### config.mk
export PLATFORM = sky130hd
export DESIGN_NAME = otter_cu_fsm
export DESIGN_NICKNAME = d
export VERILOG_FILES = /design/src/rtl/otter_cu_fsm.sv
export SDC_FILE = /design/constraint.sdc
export NUM_CORES = 1
export LEC_CHECK = 0
export BUFFER_PORTS_ARGS = -buffer_cell sky130_fd_sc_hd__buf_4
export CAP_MARGIN = 0
export CORE_MARGIN = 2
export CORE_UTILIZATION = 41
export CTS_CLUSTER_SIZE = 10
export DETAILED_ROUTE_END_ITERATION = 12
export MAX_ROUTING_LAYER = met4
export PLACE_DENSITY = 0.76
export RECOVER_POWER = 50
export REMOVE_ABC_BUFFERS = 1
export SETUP_SLACK_MARGIN = 0.15
export SYNTH_ARGS = -nofsm -noshare
export SYNTH_HDL_FRONTEND = slang
export SYNTH_SLANG_ARGS = --single-unit
### constraint.sdc
create_clock -name CLK -period 1.8 [get_ports CLK]
set_input_delay 0.27 -clock CLK [delete_from_list [all_inputs] [get_ports CLK]]
set_output_delay 0.27 -clock CLK [all_outputs]
set_load 0.02 [all_outputs]
### src/rtl/otter_cu_fsm.sv
// Multicycle control unit for the OTTER RV32I core: sequences fetch, execute,
// load write-back and interrupt entry, one instruction per FETCH->EXEC(->WB) pass.
module otter_cu_fsm #(
  parameter int FETCH_LAT = 1
) (
  input  logic       CLK,
  input  logic       RESET,
  input  logic [6:0] OPCODE,
  input  logic [2:0] FUNC3,
  input  logic       INTR,
  input  logic       CSR_MIE,
  output logic       RST,
  output logic       PC_WRITE,
  output logic       MEM_READ1,
  output logic       MEM_READ2,
  output logic       MEM_WE2,
  output logic       REG_WRITE,
  output logic       CSR_WE,
  output logic       INT_TAKEN,
  output logic       MRET_EXEC,
  output logic       ILLEGAL
);

  localparam logic [2:0] ST_INIT  = 3'd0;
  localparam logic [2:0] ST_FETCH = 3'd1;
  localparam logic [2:0] ST_EXEC  = 3'd2;
  localparam logic [2:0] ST_WB    = 3'd3;
  localparam logic [2:0] ST_INTR  = 3'd4;

  localparam logic [6:0] OP_LOAD   = 7'b0000011;
  localparam logic [6:0] OP_STORE  = 7'b0100011;
  localparam logic [6:0] OP_BRANCH = 7'b1100011;
  localparam logic [6:0] OP_JAL    = 7'b1101111;
  localparam logic [6:0] OP_JALR   = 7'b1100111;
  localparam logic [6:0] OP_LUI    = 7'b0110111;
  localparam logic [6:0] OP_AUIPC  = 7'b0010111;
  localparam logic [6:0] OP_OP     = 7'b0110011;
  localparam logic [6:0] OP_OPIMM  = 7'b0010011;
  localparam logic [6:0] OP_SYSTEM = 7'b1110011;

  localparam logic [3:0] FETCH_LAST = 4'(FETCH_LAT - 1);

  logic [2:0] state;
  logic [2:0] state_nxt;
  logic [3:0] fetch_cnt;
  logic [3:0] fetch_cnt_nxt;
  logic       int_req;
  logic       is_load;

  assign int_req = INTR & CSR_MIE;
  assign is_load = (OPCODE == OP_LOAD);

  always_ff @(posedge CLK or negedge RESET) begin
    if (!RESET) begin
      state     <= ST_INIT;
      fetch_cnt <= 4'd0;
    end else begin
      state     <= state_nxt;
      fetch_cnt <= fetch_cnt_nxt;
    end
  end

  // Interrupts are only examined at the instruction boundary (end of EXEC or WB).
  always_comb begin
    state_nxt     = state;
    fetch_cnt_nxt = fetch_cnt;
    case (state)
      ST_INIT: begin
        state_nxt     = ST_FETCH;
        fetch_cnt_nxt = 4'd0;
      end
      ST_FETCH: begin
        if (fetch_cnt == FETCH_LAST) begin
          fetch_cnt_nxt = 4'd0;
          state_nxt     = ST_EXEC;
        end else begin
          fetch_cnt_nxt = fetch_cnt + 4'd1;
        end
      end
      ST_EXEC: begin
        if (is_load)      state_nxt = ST_WB;
        else if (int_req) state_nxt = ST_INTR;
        else              state_nxt = ST_FETCH;
      end
      ST_WB:   state_nxt = int_req ? ST_INTR : ST_FETCH;
      ST_INTR: state_nxt = ST_FETCH;
      default: state_nxt = ST_INIT;
    endcase
  end

  always_comb begin
    RST       = 1'b0;
    PC_WRITE  = 1'b0;
    MEM_READ1 = 1'b0;
    MEM_READ2 = 1'b0;
    MEM_WE2   = 1'b0;
    REG_WRITE = 1'b0;
    CSR_WE    = 1'b0;
    INT_TAKEN = 1'b0;
    MRET_EXEC = 1'b0;
    ILLEGAL   = 1'b0;
    // The reset pin overrides decode directly so outputs drop without a clock.
    if (!RESET) begin
      RST = 1'b1;
    end else begin
      case (state)
        ST_INIT:  RST = 1'b1;
        ST_FETCH: MEM_READ1 = 1'b1;
        ST_EXEC: begin
          case (OPCODE)
            OP_LOAD:  MEM_READ2 = 1'b1;
            OP_STORE: begin
              MEM_WE2  = 1'b1;
              PC_WRITE = 1'b1;
            end
            OP_BRANCH: PC_WRITE = 1'b1;
            OP_JAL, OP_JALR, OP_LUI, OP_AUIPC, OP_OP, OP_OPIMM: begin
              PC_WRITE  = 1'b1;
              REG_WRITE = 1'b1;
            end
            OP_SYSTEM: begin
              PC_WRITE = 1'b1;
              if (FUNC3 == 3'b000) begin
                MRET_EXEC = 1'b1;
              end else begin
                CSR_WE    = 1'b1;
                REG_WRITE = 1'b1;
              end
            end
            default: begin
              ILLEGAL  = 1'b1;
              PC_WRITE = 1'b1;
            end
          endcase
        end
        ST_WB: begin
          REG_WRITE = 1'b1;
          PC_WRITE  = 1'b1;
        end
        ST_INTR: begin
          INT_TAKEN = 1'b1;
          PC_WRITE  = 1'b1;
        end
        default: RST = 1'b1;
      endcase
    end
  end

endmodule
==> results of run 1 <==
-- Yosys cell counts, types with 2 or more instances --
master | number | area [µm²]
dfrtp_1 | 7 | 175.2
nor2_1 | 6 | 22.52
inv_1 | 5 | 18.77
nand2_1 | 5 | 18.77
nand3_1 | 4 | 20.02
nor3_1 | 4 | 20.02
nor4_1 | 3 | 18.77
and2b_1 | 2 | 15.01
and3_1 | 2 | 12.51
ha_1 | 2 | 25.02
nand3b_4 | 2 | 40.04
nand4_1 | 2 | 12.51
o21ai_0 | 2 | 10.01
or4_4 | 2 | 22.52
-- power by group --
| group | internal (mW) | switching [mW] | total [mW] | leakage [nW] |
|---|---|---|---|---|
| combinational | 0.193 | 0.224 | 0.417 | 0.345 |
| sequential | 0.184 | 0.0388 | 0.223 | 0.0926 |
| clock | 0.0854 | 0.0702 | 0.156 | 0.0150 |
-- timing repair --
action                     CTS  global route
hold endpoints to repair     7             0
resized for setup            4             3
setup endpoints to repair    7             9
pin swaps                    2             0
buffers inserted             2             0
hold buffers                 1             0
-- path summary, 6_finish.rpt --
path                                           from                        to  slack (ns)  depth (start not counted)
max                            state[0]$_DFFE_PN0P_                  PC_WRITE       -0.07                          4
min                                         CSR_MIE      state[2]$_DFFE_PN0P_        0.25                          3
max reg2reg                fetch_cnt[0]$_DFFE_PN0P_      state[0]$_DFFE_PN0P_        0.29                          6
min reg2reg                fetch_cnt[3]$_DFFE_PN0P_  fetch_cnt[3]$_DFFE_PN0P_        0.55                          1
max in group asynchronous                     RESET      state[1]$_DFFE_PN0P_        0.83                          3
min in group asynchronous                     RESET  fetch_cnt[0]$_DFFE_PN0P_        0.69                          3
-- routing by layer --
layer  vias up  track usage, %  wire (µm)
met5         -               -          0
met4         0           7.500         30
met3         5           3.830         55
met2        12           32.42        756
met1       314           25.58        775
li1        333               -          -
-- critical path, delay by kind of cell (launching register included) --
kind,cells,cell delay [ns]
AND/OR/NAND/NOR,2,0.67
flip-flops,1,0.43
buffers and inverters,1,0.16
AO/OA/AOI/OAI,1,0.08
-- area by class of cell --
cell class / instances / area [µm²]
repair buffers: 31 / 231.5
flip-flops and latches: 7 / 176.4
well taps: 15 / 18.77
clock buffers: 4 / 26.28
inverters: 5 / 18.77
multi-input cells: 57 / 445.4
fillers: 112 / 432.9
-- cells by family after synthesis --
| logic type | after synthesis | share of synthesized area, % |
|---|---|---|
| AO/OA/AOI/OAI | 12 | 14.61 |
| multiplexers | 1 | 1.623 |
| flip-flops | 7 | 28.40 |
| AND/OR/NAND/NOR | 41 | 46.25 |
| XOR/XNOR | 1 | 1.420 |
| adder cells (fa/ha/maj) | 2 | 4.056 |
| buffers and inverters | 6 | 3.651 |
-- registers in the layout (all words and copies together) (netlist names) --
| register | flops |
|---|---|
| fetch_cnt | 4 |
| state | 3 |
==> impl_metrics.xml, run 1 <==
<?xml version="1.0" encoding="UTF-8"?>
<metrics>
  <group name="route">
    <metric name="drt_drc_violations_left" unit="">0</metric>
    <metric name="routed_via_density" unit="">5.580</metric>
    <metric name="wirelength" unit="µm">1618</metric>
    <metric name="route.antenna.remaining_nets" unit="">0</metric>
    <metric name="vias" unit="">664</metric>
    <metric name="routedWlPerCell" unit="µm">13.60</metric>
    <metric name="initial_drt_markers" unit="">16</metric>
    <metric name="detailedRoute.firstPassIterationCount" unit="">4</metric>
  </group>
  <group name="clock_tree">
    <metric name="clk_path_buf_depth" unit="">2</metric>
    <metric name="numCtsBuffers" unit="">3</metric>
    <metric name="clk_latency" unit="ns">0.26</metric>
    <metric name="cts.sinks" unit="">7</metric>
    <metric name="h-tree-depth" unit="">1</metric>
    <metric name="clkSlewWorstSetupHoldPaths" unit="ns">0.06</metric>
    <metric name="cts-root-buf" unit="">clkbuf_4</metric>
    <metric name="cts_tree" unit="">done</metric>
  </group>
  <group name="timing">
    <metric name="slew_viol_final" unit="">0</metric>
    <metric name="report.final.hold_viol_count" unit="">0</metric>
    <metric name="timing_worst_slew_pin_value" unit="ns">0.3645</metric>
    <metric name="worst_slack" unit="ns">-0.06693</metric>
    <metric name="max_freq" unit="MHz">535.6</metric>
    <metric name="min_period" unit="ns">1.867</metric>
    <metric name="post-route-period-util" unit="%">103.7</metric>
    <metric name="hold-worst-slack" unit="ns">0.2463</metric>
    <metric name="skew" unit="ns">0.007559</metric>
    <metric name="slew_headroom" unit="%">75.62</metric>
    <metric name="report.final.setup_viol" unit="">3</metric>
    <metric name="grt_setup_unrepaired" unit="">yes</metric>
    <metric name="fin_setup_tns" unit="ns">-0.1274</metric>
  </group>
  <group name="hold_path">
    <metric name="timing.hold.worst.class" unit="">primary input to flop</metric>
  </group>
  <group name="place">
    <metric name="port_buffers" unit="">23</metric>
    <metric name="placedInstanceArea" unit="µm²">842.1</metric>
    <metric name="gp_congestion" unit="">0.8617</metric>
    <metric name="preCtsSetupSlack" unit="ns">0.1414</metric>
    <metric name="dp.cells" unit="">112</metric>
    <metric name="place.detailed.hpwl" unit="µm">1161</metric>
  </group>
  <group name="synth">
    <metric name="postSynthCellCount" unit="">70</metric>
    <metric name="synth_sequential_area_ratio" unit="%">28.40</metric>
    <metric name="synth_edf_count" unit="">0</metric>
    <metric name="synthDistinctLibCells" unit="">36</metric>
    <metric name="synth.avg_cell_area" unit="µm²">8.812</metric>
    <metric name="cell_area_synth" unit="µm²">616.8</metric>
    <metric name="main_flop_type_after_synthesis" unit="">dfrtp_1</metric>
    <metric name="asyncSetResetFlopFracSynth" unit="%">100.0</metric>
    <metric name="synth-seq-cells" unit="">7</metric>
    <metric name="synth.yosys.warnings" unit="">0</metric>
  </group>
  <group name="grt">
    <metric name="global_route.overflow_total" unit="">0</metric>
    <metric name="initial_antenna_violation_count" unit="">0</metric>
    <metric name="grt_max_degree" unit="">9</metric>
    <metric name="first_pass_grt_wire_length" unit="µm">2697</metric>
    <metric name="grt_usage" unit="%">20.41</metric>
    <metric name="grt_pass1_vias" unit="">597</metric>
  </group>
  <group name="die">
    <metric name="fp.dieH" unit="µm">42.79</metric>
    <metric name="initial_utilization" unit="%">45.69</metric>
    <metric name="die_w" unit="µm">42.79</metric>
    <metric name="row_count" unit="">13</metric>
    <metric name="fp.dieArea" unit="mm²">0.001831</metric>
    <metric name="floorplan.io_pins" unit="">24</metric>
    <metric name="floorplan.core_area" unit="mm²">0.001350</metric>
  </group>
  <group name="final_layout">
    <metric name="layout.cells.non_filler" unit="">119</metric>
    <metric name="mostFrequentLayoutCell" unit="">buf_4</metric>
    <metric name="flow.area_growth_from_synthesis" unit="%">48.68</metric>
    <metric name="post_route_cells_drive_above_1_share" unit="%">41.35</metric>
    <metric name="fin_util" unit="%">67.93</metric>
    <metric name="nNetsFinal" unit="">121</metric>
    <metric name="fin_area" unit="µm²">917.1</metric>
    <metric name="commonest_non_fill_non_tap_cells_in_the_layout" unit="">buf_4, dfrtp_1, inv_1, nand2_1, nor2_1</metric>
    <metric name="num_antenna_cells" unit="">0</metric>
  </group>
  <group name="worst_setup_path">
    <metric name="startpoint_type" unit="">flop</metric>
    <metric name="timing.critical_path.to_type" unit="">output pin</metric>
    <metric name="critical_path.slowest_cell" unit="">or4_4</metric>
    <metric name="cp_cell_sequence" unit="">or4_4, nor3_4, o21bai_1, buf_4</metric>
    <metric name="cp_slowest_stage_delay" unit="ns">0.48</metric>
    <metric name="arrival" unit="ns">1.60</metric>
    <metric name="class_of_the_most_critical_setup_path" unit="">flop to output pin</metric>
    <metric name="cp.required" unit="ns">1.53</metric>
    <metric name="worstPathMaxFanout" unit="">4</metric>
  </group>
  <group name="power">
    <metric name="irDropWorstVdd" unit="mV">0.5515</metric>
    <metric name="total_power" unit="mW">0.7954</metric>
    <metric name="power_density" unit="mW/mm²">867.3</metric>
    <metric name="cellLeakagePower" unit="nW">0.4524</metric>
  </group>
  <group name="job">
    <metric name="timing.max_cap.violations" unit="">0</metric>
  </group>
  <group name="status">
    <metric name="violations" unit="">negative setup slack</metric>
    <metric name="status" unit="">finished, violations left</metric>
  </group>
</metrics>
No activity file was read; power rests on OpenSTA's default activity.
==> run 2: changes to the inputs <==
--- a/config.mk
+++ b/config.mk
@@ -8,11 +8,12 @@
 export BUFFER_PORTS_ARGS = -buffer_cell sky130_fd_sc_hd__buf_4
 export CAP_MARGIN = 0
 export CORE_MARGIN = 2
-export CORE_UTILIZATION = 41
+export CORE_UTILIZATION = 40
+export CTS_BUF_LIST = sky130_fd_sc_hd__clkbuf_8 sky130_fd_sc_hd__clkbuf_16
 export CTS_CLUSTER_SIZE = 10
 export DETAILED_ROUTE_END_ITERATION = 12
 export MAX_ROUTING_LAYER = met4
-export PLACE_DENSITY = 0.76
+export PLACE_DENSITY = 0.75
 export RECOVER_POWER = 50
 export REMOVE_ABC_BUFFERS = 1
 export SETUP_SLACK_MARGIN = 0.15
==> impl_metrics.xml, run 2 (synthesis results as in run 1) <==
<?xml version="1.0" encoding="UTF-8"?>
<metrics>
  <group name="worst_setup_path">
    <metric name="startpoint_type" unit="">flop</metric>
    <metric name="timing.critical_path.to_type" unit="">output pin</metric>
    <metric name="arrival" unit="ns">1.60</metric>
    <metric name="cp_slowest_stage_delay" unit="ns">0.51</metric>
    <metric name="worstPathMaxFanout" unit="">2</metric>
    <metric name="critical_path.slowest_cell" unit="">or4_4</metric>
    <metric name="ff2ff_path_depth" unit="">6</metric>
    <metric name="cp_cell_sequence" unit="">nand3b_4, or4_4, nor4_4, buf_4</metric>
    <metric name="cp.required" unit="ns">1.53</metric>
    <metric name="class_of_the_most_critical_setup_path" unit="">flop to output pin</metric>
  </group>
  <group name="final_layout">
    <metric name="mostFrequentLayoutCell" unit="">buf_4</metric>
    <metric name="flow.area_growth_from_synthesis" unit="%">57.40</metric>
    <metric name="num_antenna_cells" unit="">0</metric>
    <metric name="fin_area" unit="µm²">970.9</metric>
    <metric name="largest_reg_flops" unit="">4</metric>
    <metric name="commonest_non_fill_non_tap_cells_in_the_layout" unit="">buf_4, inv_1, dfrtp_1</metric>
    <metric name="biggest_register" unit="">fetch_cnt</metric>
    <metric name="layout.cells.non_filler" unit="">121</metric>
    <metric name="reg_top3" unit="">fetch_cnt: 4 flops, state: 3 flops</metric>
    <metric name="fin_util" unit="%">65.99</metric>
    <metric name="nNetsFinal" unit="">122</metric>
    <metric name="post_route_cells_drive_above_1_share" unit="%">45.71</metric>
  </group>
  <group name="timing">
    <metric name="report.final.setup_viol" unit="">2</metric>
    <metric name="fin_setup_tns" unit="ns">-0.07369</metric>
    <metric name="max_freq" unit="MHz">535.4</metric>
    <metric name="hold-worst-slack" unit="ns">0.2781</metric>
    <metric name="skew" unit="ns">0.002667</metric>
    <metric name="slew_headroom" unit="%">77.22</metric>
    <metric name="post-route-period-util" unit="%">103.8</metric>
    <metric name="slew_viol_final" unit="">0</metric>
    <metric name="min_period" unit="ns">1.868</metric>
    <metric name="report.final.hold_viol_count" unit="">0</metric>
    <metric name="timing_worst_slew_pin_value" unit="ns">0.3406</metric>
    <metric name="grt_setup_unrepaired" unit="">yes</metric>
    <metric name="worst_slack" unit="ns">-0.06774</metric>
  </group>
  <group name="clock_tree">
    <metric name="clk_path_buf_depth" unit="">2</metric>
    <metric name="cts.sinks" unit="">7</metric>
    <metric name="clkSlewWorstSetupHoldPaths" unit="ns">0.04</metric>
    <metric name="clk_latency" unit="ns">0.23</metric>
    <metric name="numCtsBuffers" unit="">3</metric>
    <metric name="cts_tree" unit="">done</metric>
    <metric name="cts-root-buf" unit="">clkbuf_8</metric>
    <metric name="h-tree-depth" unit="">1</metric>
  </group>
  <group name="power">
    <metric name="cellLeakagePower" unit="nW">0.4744</metric>
    <metric name="power_density" unit="mW/mm²">900.7</metric>
    <metric name="irDropWorstVdd" unit="mV">0.5824</metric>
    <metric name="total_power" unit="mW">0.8745</metric>
  </group>
  <group name="die">
    <metric name="fp.dieArea" unit="mm²">0.001872</metric>
    <metric name="fp.dieH" unit="µm">43.27</metric>
    <metric name="die_w" unit="µm">43.27</metric>
    <metric name="floorplan.io_pins" unit="">24</metric>
    <metric name="row_count" unit="">14</metric>
    <metric name="initial_utilization" unit="%">41.92</metric>
    <metric name="floorplan.core_area" unit="mm²">0.001471</metric>
  </group>
  <group name="route">
    <metric name="routedWlPerCell" unit="µm">13.87</metric>
    <metric name="wirelength" unit="µm">1678</metric>
    <metric name="drt_drc_violations_left" unit="">0</metric>
    <metric name="detailedRoute.firstPassIterationCount" unit="">4</metric>
    <metric name="routed_via_density" unit="">5.620</metric>
    <metric name="route.antenna.remaining_nets" unit="">0</metric>
    <metric name="initial_drt_markers" unit="">10</metric>
    <metric name="vias" unit="">680</metric>
  </group>
  <group name="grt">
    <metric name="grt_pass1_vias" unit="">683</metric>
    <metric name="first_pass_grt_wire_length" unit="µm">2918</metric>
    <metric name="grt_max_degree" unit="">9</metric>
    <metric name="global_route.overflow_total" unit="">0</metric>
    <metric name="grt_usage" unit="%">20.95</metric>
    <metric name="initial_antenna_violation_count" unit="">0</metric>
  </group>
  <group name="place">
    <metric name="dp.cells" unit="">114</metric>
    <metric name="gp_congestion" unit="">0.8398</metric>
    <metric name="preCtsSetupSlack" unit="ns">0.1029</metric>
    <metric name="port_buffers" unit="">23</metric>
    <metric name="place.detailed.hpwl" unit="µm">1207</metric>
    <metric name="placedInstanceArea" unit="µm²">850.8</metric>
  </group>
  <group name="status">
    <metric name="violations" unit="">negative setup slack</metric>
    <metric name="status" unit="">finished, violations left</metric>
  </group>
  <group name="hold_path">
    <metric name="hold_path_depth" unit="">3</metric>
    <metric name="timing.hold.worst.class" unit="">primary input to flop</metric>
  </group>
  <group name="job">
    <metric name="timing.max_cap.violations" unit="">0</metric>
  </group>
</metrics>
==> run 2: cell count changes in the layout (fill, tap and decap cells not counted), sizes merged <==
cell    previous run  this run
buf               28        30
clkbuf             6         4
inv                5         6
==> run 2: worst paths after layout <==
check / end / from / slack, ns
hold reg to reg: fetch_cnt[3]$_DFFE_PN0P_ / fetch_cnt[3]$_DFFE_PN0P_ / 0.56
min in group asynchronous: fetch_cnt[0]$_DFFE_PN0P_ / RESET / 0.72
setup reg to reg: state[0]$_DFFE_PN0P_ / fetch_cnt[0]$_DFFE_PN0P_ / 0.27
setup / recovery: MRET_EXEC / state[2]$_DFFE_PN0P_ / -0.07
max in group asynchronous: state[1]$_DFFE_PN0P_ / RESET / 0.81
hold / removal: state[2]$_DFFE_PN0P_ / CSR_MIE / 0.28
==> run 2: cell type report <==
| type | count | area [µm²] |
|---|---|---|
| clock buffer | 3 | 41.29 |
| clock inverter | 1 | 3.754 |
| fill | 122 | 500.5 |
| inverter | 5 | 18.77 |
| multi-input combinational | 57 | 467.9 |
| sequential | 7 | 176.4 |
| tap | 16 | 20.02 |
| timing repair buffer | 32 | 242.7 |
==> run 2: worst max-delay path, delay by kind of cell, from the launching register on <==
| family | cells | cell delay [ns] |
|---|---|---|
| simple gates | 3 | 0.81 |
| flops | 1 | 0.38 |
| buf+inv | 1 | 0.18 |
==> run 2: layer usage <==
layer / GRT usage (%) / wire length, µm
met1: 24.08 / 649
met5: - / 0
met3: 3.404 / 119
met2: 33.73 / 870
met4: 12.73 / 38
==> run 2: repair_timing <==
action / CTS / global route
pin swaps: 2 / 1
hold buffers: 1 / 0
gates resized for setup: 6 / 5
setup endpoints to repair: 6 / 10
hold endpoints to repair: 7 / 0
buffers inserted: 2 / 0
==> run 2: power by group <==
| part | total [mW] | leakage [nW] | switching [mW] | internal, mW |
|---|---|---|---|---|
| Clock | 0.217 | 0.0269 | 0.0693 | 0.147 |
| Sequential | 0.221 | 0.0926 | 0.0358 | 0.185 |
| Combinational | 0.437 | 0.355 | 0.223 | 0.214 |
==> run 3: changes to the inputs <==
==> config.mk (replaced) <==
export PLATFORM = sky130hd
export DESIGN_NAME = otter_cu_fsm
export DESIGN_NICKNAME = d
export VERILOG_FILES = /design/src/rtl/otter_cu_fsm.sv
export SDC_FILE = /design/constraint.sdc
export NUM_CORES = 1
export LEC_CHECK = 0
export CAP_MARGIN = 0
export CORE_MARGIN = 2
export CORE_UTILIZATION = 40
export CTS_BUF_LIST = sky130_fd_sc_hd__clkbuf_8 sky130_fd_sc_hd__clkbuf_16
export CTS_CLUSTER_SIZE = 10
export DETAILED_ROUTE_END_ITERATION = 12
export DONT_BUFFER_PORTS = 1
export MAX_ROUTING_LAYER = met4
export PLACE_DENSITY = 0.61
export RECOVER_POWER = 50
export REMOVE_ABC_BUFFERS = 1
export SETUP_SLACK_MARGIN = 0.15
export SYNTH_ARGS = -nofsm -noshare
export SYNTH_HDL_FRONTEND = slang
export SYNTH_SLANG_ARGS = --single-unit
export TNS_END_PERCENT = 20
==> constraint.sdc (replaced) <==
create_clock -name CLK -period 2.2 [get_ports CLK]
set_input_delay 0.33 -clock CLK [delete_from_list [all_inputs] [get_ports CLK]]
set_output_delay 0.33 -clock CLK [all_outputs]
set_load 0.02 [all_outputs]
==> impl_metrics.xml, run 3 (synthesis results as in run 1) <==
<?xml version="1.0" encoding="UTF-8"?>
<metrics>
  <group name="route">
    <metric name="vias" unit="">574</metric>
    <metric name="routedWlPerCell" unit="µm">14.56</metric>
    <metric name="initial_drt_markers" unit="">13</metric>
    <metric name="routed_via_density" unit="">6.042</metric>
    <metric name="drt_drc_violations_left" unit="">0</metric>
    <metric name="route.antenna.remaining_nets" unit="">0</metric>
    <metric name="wirelength" unit="µm">1383</metric>
    <metric name="detailedRoute.firstPassIterationCount" unit="">4</metric>
  </group>
  <group name="worst_setup_path">
    <metric name="rr_startpoint" unit="">fetch_cnt[0]$_DFFE_PN0P_</metric>
    <metric name="cp_slowest_stage_delay" unit="ns">0.51</metric>
    <metric name="worstPathMaxFanout" unit="">6</metric>
    <metric name="timing.critical_path.to_type" unit="">output pin</metric>
    <metric name="arrival" unit="ns">1.69</metric>
    <metric name="critical_path.slowest_cell" unit="">or4_4</metric>
    <metric name="class_of_the_most_critical_setup_path" unit="">flop to output pin</metric>
    <metric name="ff2ff_path_depth" unit="">6</metric>
    <metric name="startpoint_type" unit="">flop</metric>
    <metric name="cp_cell_sequence" unit="">nand3b_4, or4_4, nor4_2, buf_4</metric>
    <metric name="timing.rr.end" unit="">state[0]$_DFFE_PN0P_</metric>
    <metric name="cp.buffers_inverters" unit="">1</metric>
    <metric name="cp.required" unit="ns">1.87</metric>
    <metric name="setup_slack_of_the_worst_register_to_register_path" unit="ns">0.60</metric>
    <metric name="cp_top_family" unit="">simple AND/OR/NAND/NOR gates</metric>
  </group>
  <group name="clock_tree">
    <metric name="cts.sinks" unit="">7</metric>
    <metric name="numCtsBuffers" unit="">3</metric>
    <metric name="h-tree-depth" unit="">1</metric>
    <metric name="cts-root-buf" unit="">clkbuf_8</metric>
    <metric name="cts_tree" unit="">done</metric>
    <metric name="clk_latency" unit="ns">0.23</metric>
    <metric name="clk_path_buf_depth" unit="">2</metric>
    <metric name="clkSlewWorstSetupHoldPaths" unit="ns">0.04</metric>
  </group>
  <group name="timing">
    <metric name="slew_viol_final" unit="">0</metric>
    <metric name="min_period" unit="ns">2.017</metric>
    <metric name="post-route-period-util" unit="%">91.70</metric>
    <metric name="report.final.hold_viol_count" unit="">0</metric>
    <metric name="skew" unit="ns">0.002013</metric>
    <metric name="max_freq" unit="MHz">495.7</metric>
    <metric name="slew_headroom" unit="%">76.60</metric>
    <metric name="report.final.setup_viol" unit="">0</metric>
    <metric name="timing_worst_slew_pin_value" unit="ns">0.3498</metric>
    <metric name="grt_setup_unrepaired" unit="">yes</metric>
    <metric name="fin_setup_tns" unit="ns">0</metric>
  </group>
  <group name="die">
    <metric name="fp.dieH" unit="µm">43.27</metric>
    <metric name="initial_utilization" unit="%">41.92</metric>
    <metric name="die_w" unit="µm">43.27</metric>
    <metric name="floorplan.io_pins" unit="">24</metric>
    <metric name="floorplan.core_area" unit="mm²">0.001471</metric>
    <metric name="row_count" unit="">14</metric>
    <metric name="fp.dieArea" unit="mm²">0.001872</metric>
  </group>
  <group name="grt">
    <metric name="grt_max_degree" unit="">12</metric>
    <metric name="grt_pass1_vias" unit="">536</metric>
    <metric name="initial_antenna_violation_count" unit="">0</metric>
    <metric name="grt_usage" unit="%">17.86</metric>
    <metric name="first_pass_grt_wire_length" unit="µm">2359</metric>
    <metric name="global_route.overflow_total" unit="">0</metric>
  </group>
  <group name="status">
    <metric name="status" unit="">completed</metric>
  </group>
  <group name="final_layout">
    <metric name="biggest_register" unit="">fetch_cnt</metric>
    <metric name="layout.cells.non_filler" unit="">95</metric>
    <metric name="post_route_cells_drive_above_1_share" unit="%">21.52</metric>
    <metric name="nNetsFinal" unit="">96</metric>
    <metric name="flow.area_growth_from_synthesis" unit="%">18.05</metric>
    <metric name="mostFrequentLayoutCell" unit="">dfrtp_1</metric>
    <metric name="fin_area" unit="µm²">728.2</metric>
    <metric name="largest_reg_flops" unit="">4</metric>
    <metric name="num_antenna_cells" unit="">0</metric>
    <metric name="fin_util" unit="%">49.49</metric>
    <metric name="reg_top3" unit="">fetch_cnt: 4 flops, state: 3 flops</metric>
    <metric name="commonest_non_fill_non_tap_cells_in_the_layout" unit="">dfrtp_1, inv_1, nor2_1, nand2_1</metric>
  </group>
  <group name="power">
    <metric name="sequentialPowerShare" unit="%">33.4</metric>
    <metric name="power.switching_fraction" unit="%">39.23</metric>
    <metric name="power_density" unit="mW/mm²">816.8</metric>
    <metric name="comb_power_share" unit="%">36.7</metric>
    <metric name="irDropWorstVdd" unit="mV">0.5379</metric>
    <metric name="clockPowerShare" unit="%">30.0</metric>
    <metric name="switching_power" unit="mW">0.2334</metric>
    <metric name="cellLeakagePower" unit="nW">0.3440</metric>
    <metric name="internal-power" unit="mW">0.3614</metric>
  </group>
  <group name="hold_path">
    <metric name="hold_path_depth" unit="">2</metric>
    <metric name="timing.hold.worst_endpoint" unit="">state[2]$_DFFE_PN0P_</metric>
    <metric name="timing.hold.worst.class" unit="">primary input to flop</metric>
    <metric name="timing.hold.worst.start" unit="">CSR_MIE</metric>
  </group>
  <group name="place">
    <metric name="placedInstanceArea" unit="µm²">670.6</metric>
    <metric name="dp.cells" unit="">90</metric>
    <metric name="gp_congestion" unit="">0.7666</metric>
    <metric name="place.detailed.hpwl" unit="µm">978.1</metric>
    <metric name="port_buffers" unit="">0</metric>
  </group>
  <group name="job">
    <metric name="timing.max_cap.violations" unit="">0</metric>
  </group>
</metrics>
==> run 3: cell types whose count changed in the layout (fill, tap and decap cells not counted), sizes merged <==
cell / before / now
buf: 30 / 4
==> run 3: worst max-delay path by stage <==
stage	from	to	slack [ns]	cells after the start
detailed placement	state[2]$_DFFE_PN0P_	MRET_EXEC	0.42	4
global route	state[2]$_DFFE_PN0P_	MRET_EXEC	0.12	4
finish	state[2]$_DFFE_PN0P_	MRET_EXEC	0.18	4
global placement	state[2]$_DFFE_PN0P_	CSR_WE	0.43	3
CTS	state[0]$_DFFE_PN0P_	MEM_WE2	0.17	3
floorplan	state[0]$_DFFE_PN0P_	MEM_READ2	0.25	2
==> run 3: timing repair <==
action	in CTS	in global routing
hold buffers	1	0
endpoints found under the setup margin	0	4
hold endpoints to repair	7	0
buffers inserted	0	0
resized for setup	0	2
==> run 3: metrics by stage <==
| step | power [mW] | setup WS [ns] | hold WS (ns) |
|---|---|---|---|
| after global routing | 0.6357 | 0.1203 | 0.2342 |
| final | 0.5948 | 0.1826 | 0.2220 |
| after global placement | 0.4146 | 0.4341 | 0.03469 |
| after detailed placement | 0.4161 | 0.4217 | 0.03472 |
| after floorplan | 0.3647 | 0.2539 | 0.03441 |
| after CTS | 0.6072 | 0.1670 | 0.2204 |
==> run 3: cell type report <==
cell class / count / area [µm²]
Clock inverter: 1 / 3.754
Clock buffer: 3 / 41.29
Timing Repair Buffer: 6 / 43.79
Fill cell: 153 / 743.2
Inverter: 5 / 18.77
Tap cell: 16 / 20.02
Sequential cell: 7 / 175.2
Multi-Input combinational cell: 57 / 425.4
==> run 3: power groups by stage <==
stage / logic (mW) / clock network (mW) / registers, mW
2_1_floorplan: 0.178 / 0 / 0.187
3_3_place_gp: 0.217 / 0 / 0.197
3_5_place_dp: 0.218 / 0 / 0.198
4_1_cts: 0.225 / 0.186 / 0.197
5_1_grt: 0.244 / 0.189 / 0.202
6_report: 0.218 / 0.178 / 0.198
==> run 3: layer usage <==
layer  share of wire (%)  wire, µm  global-route usage, %
met1                  44       611                  22.69
met2                  48       664                  24.78
met3                 5.8        80                  3.830
met4                 1.9        26                  12.73
met5                   0         0                      -
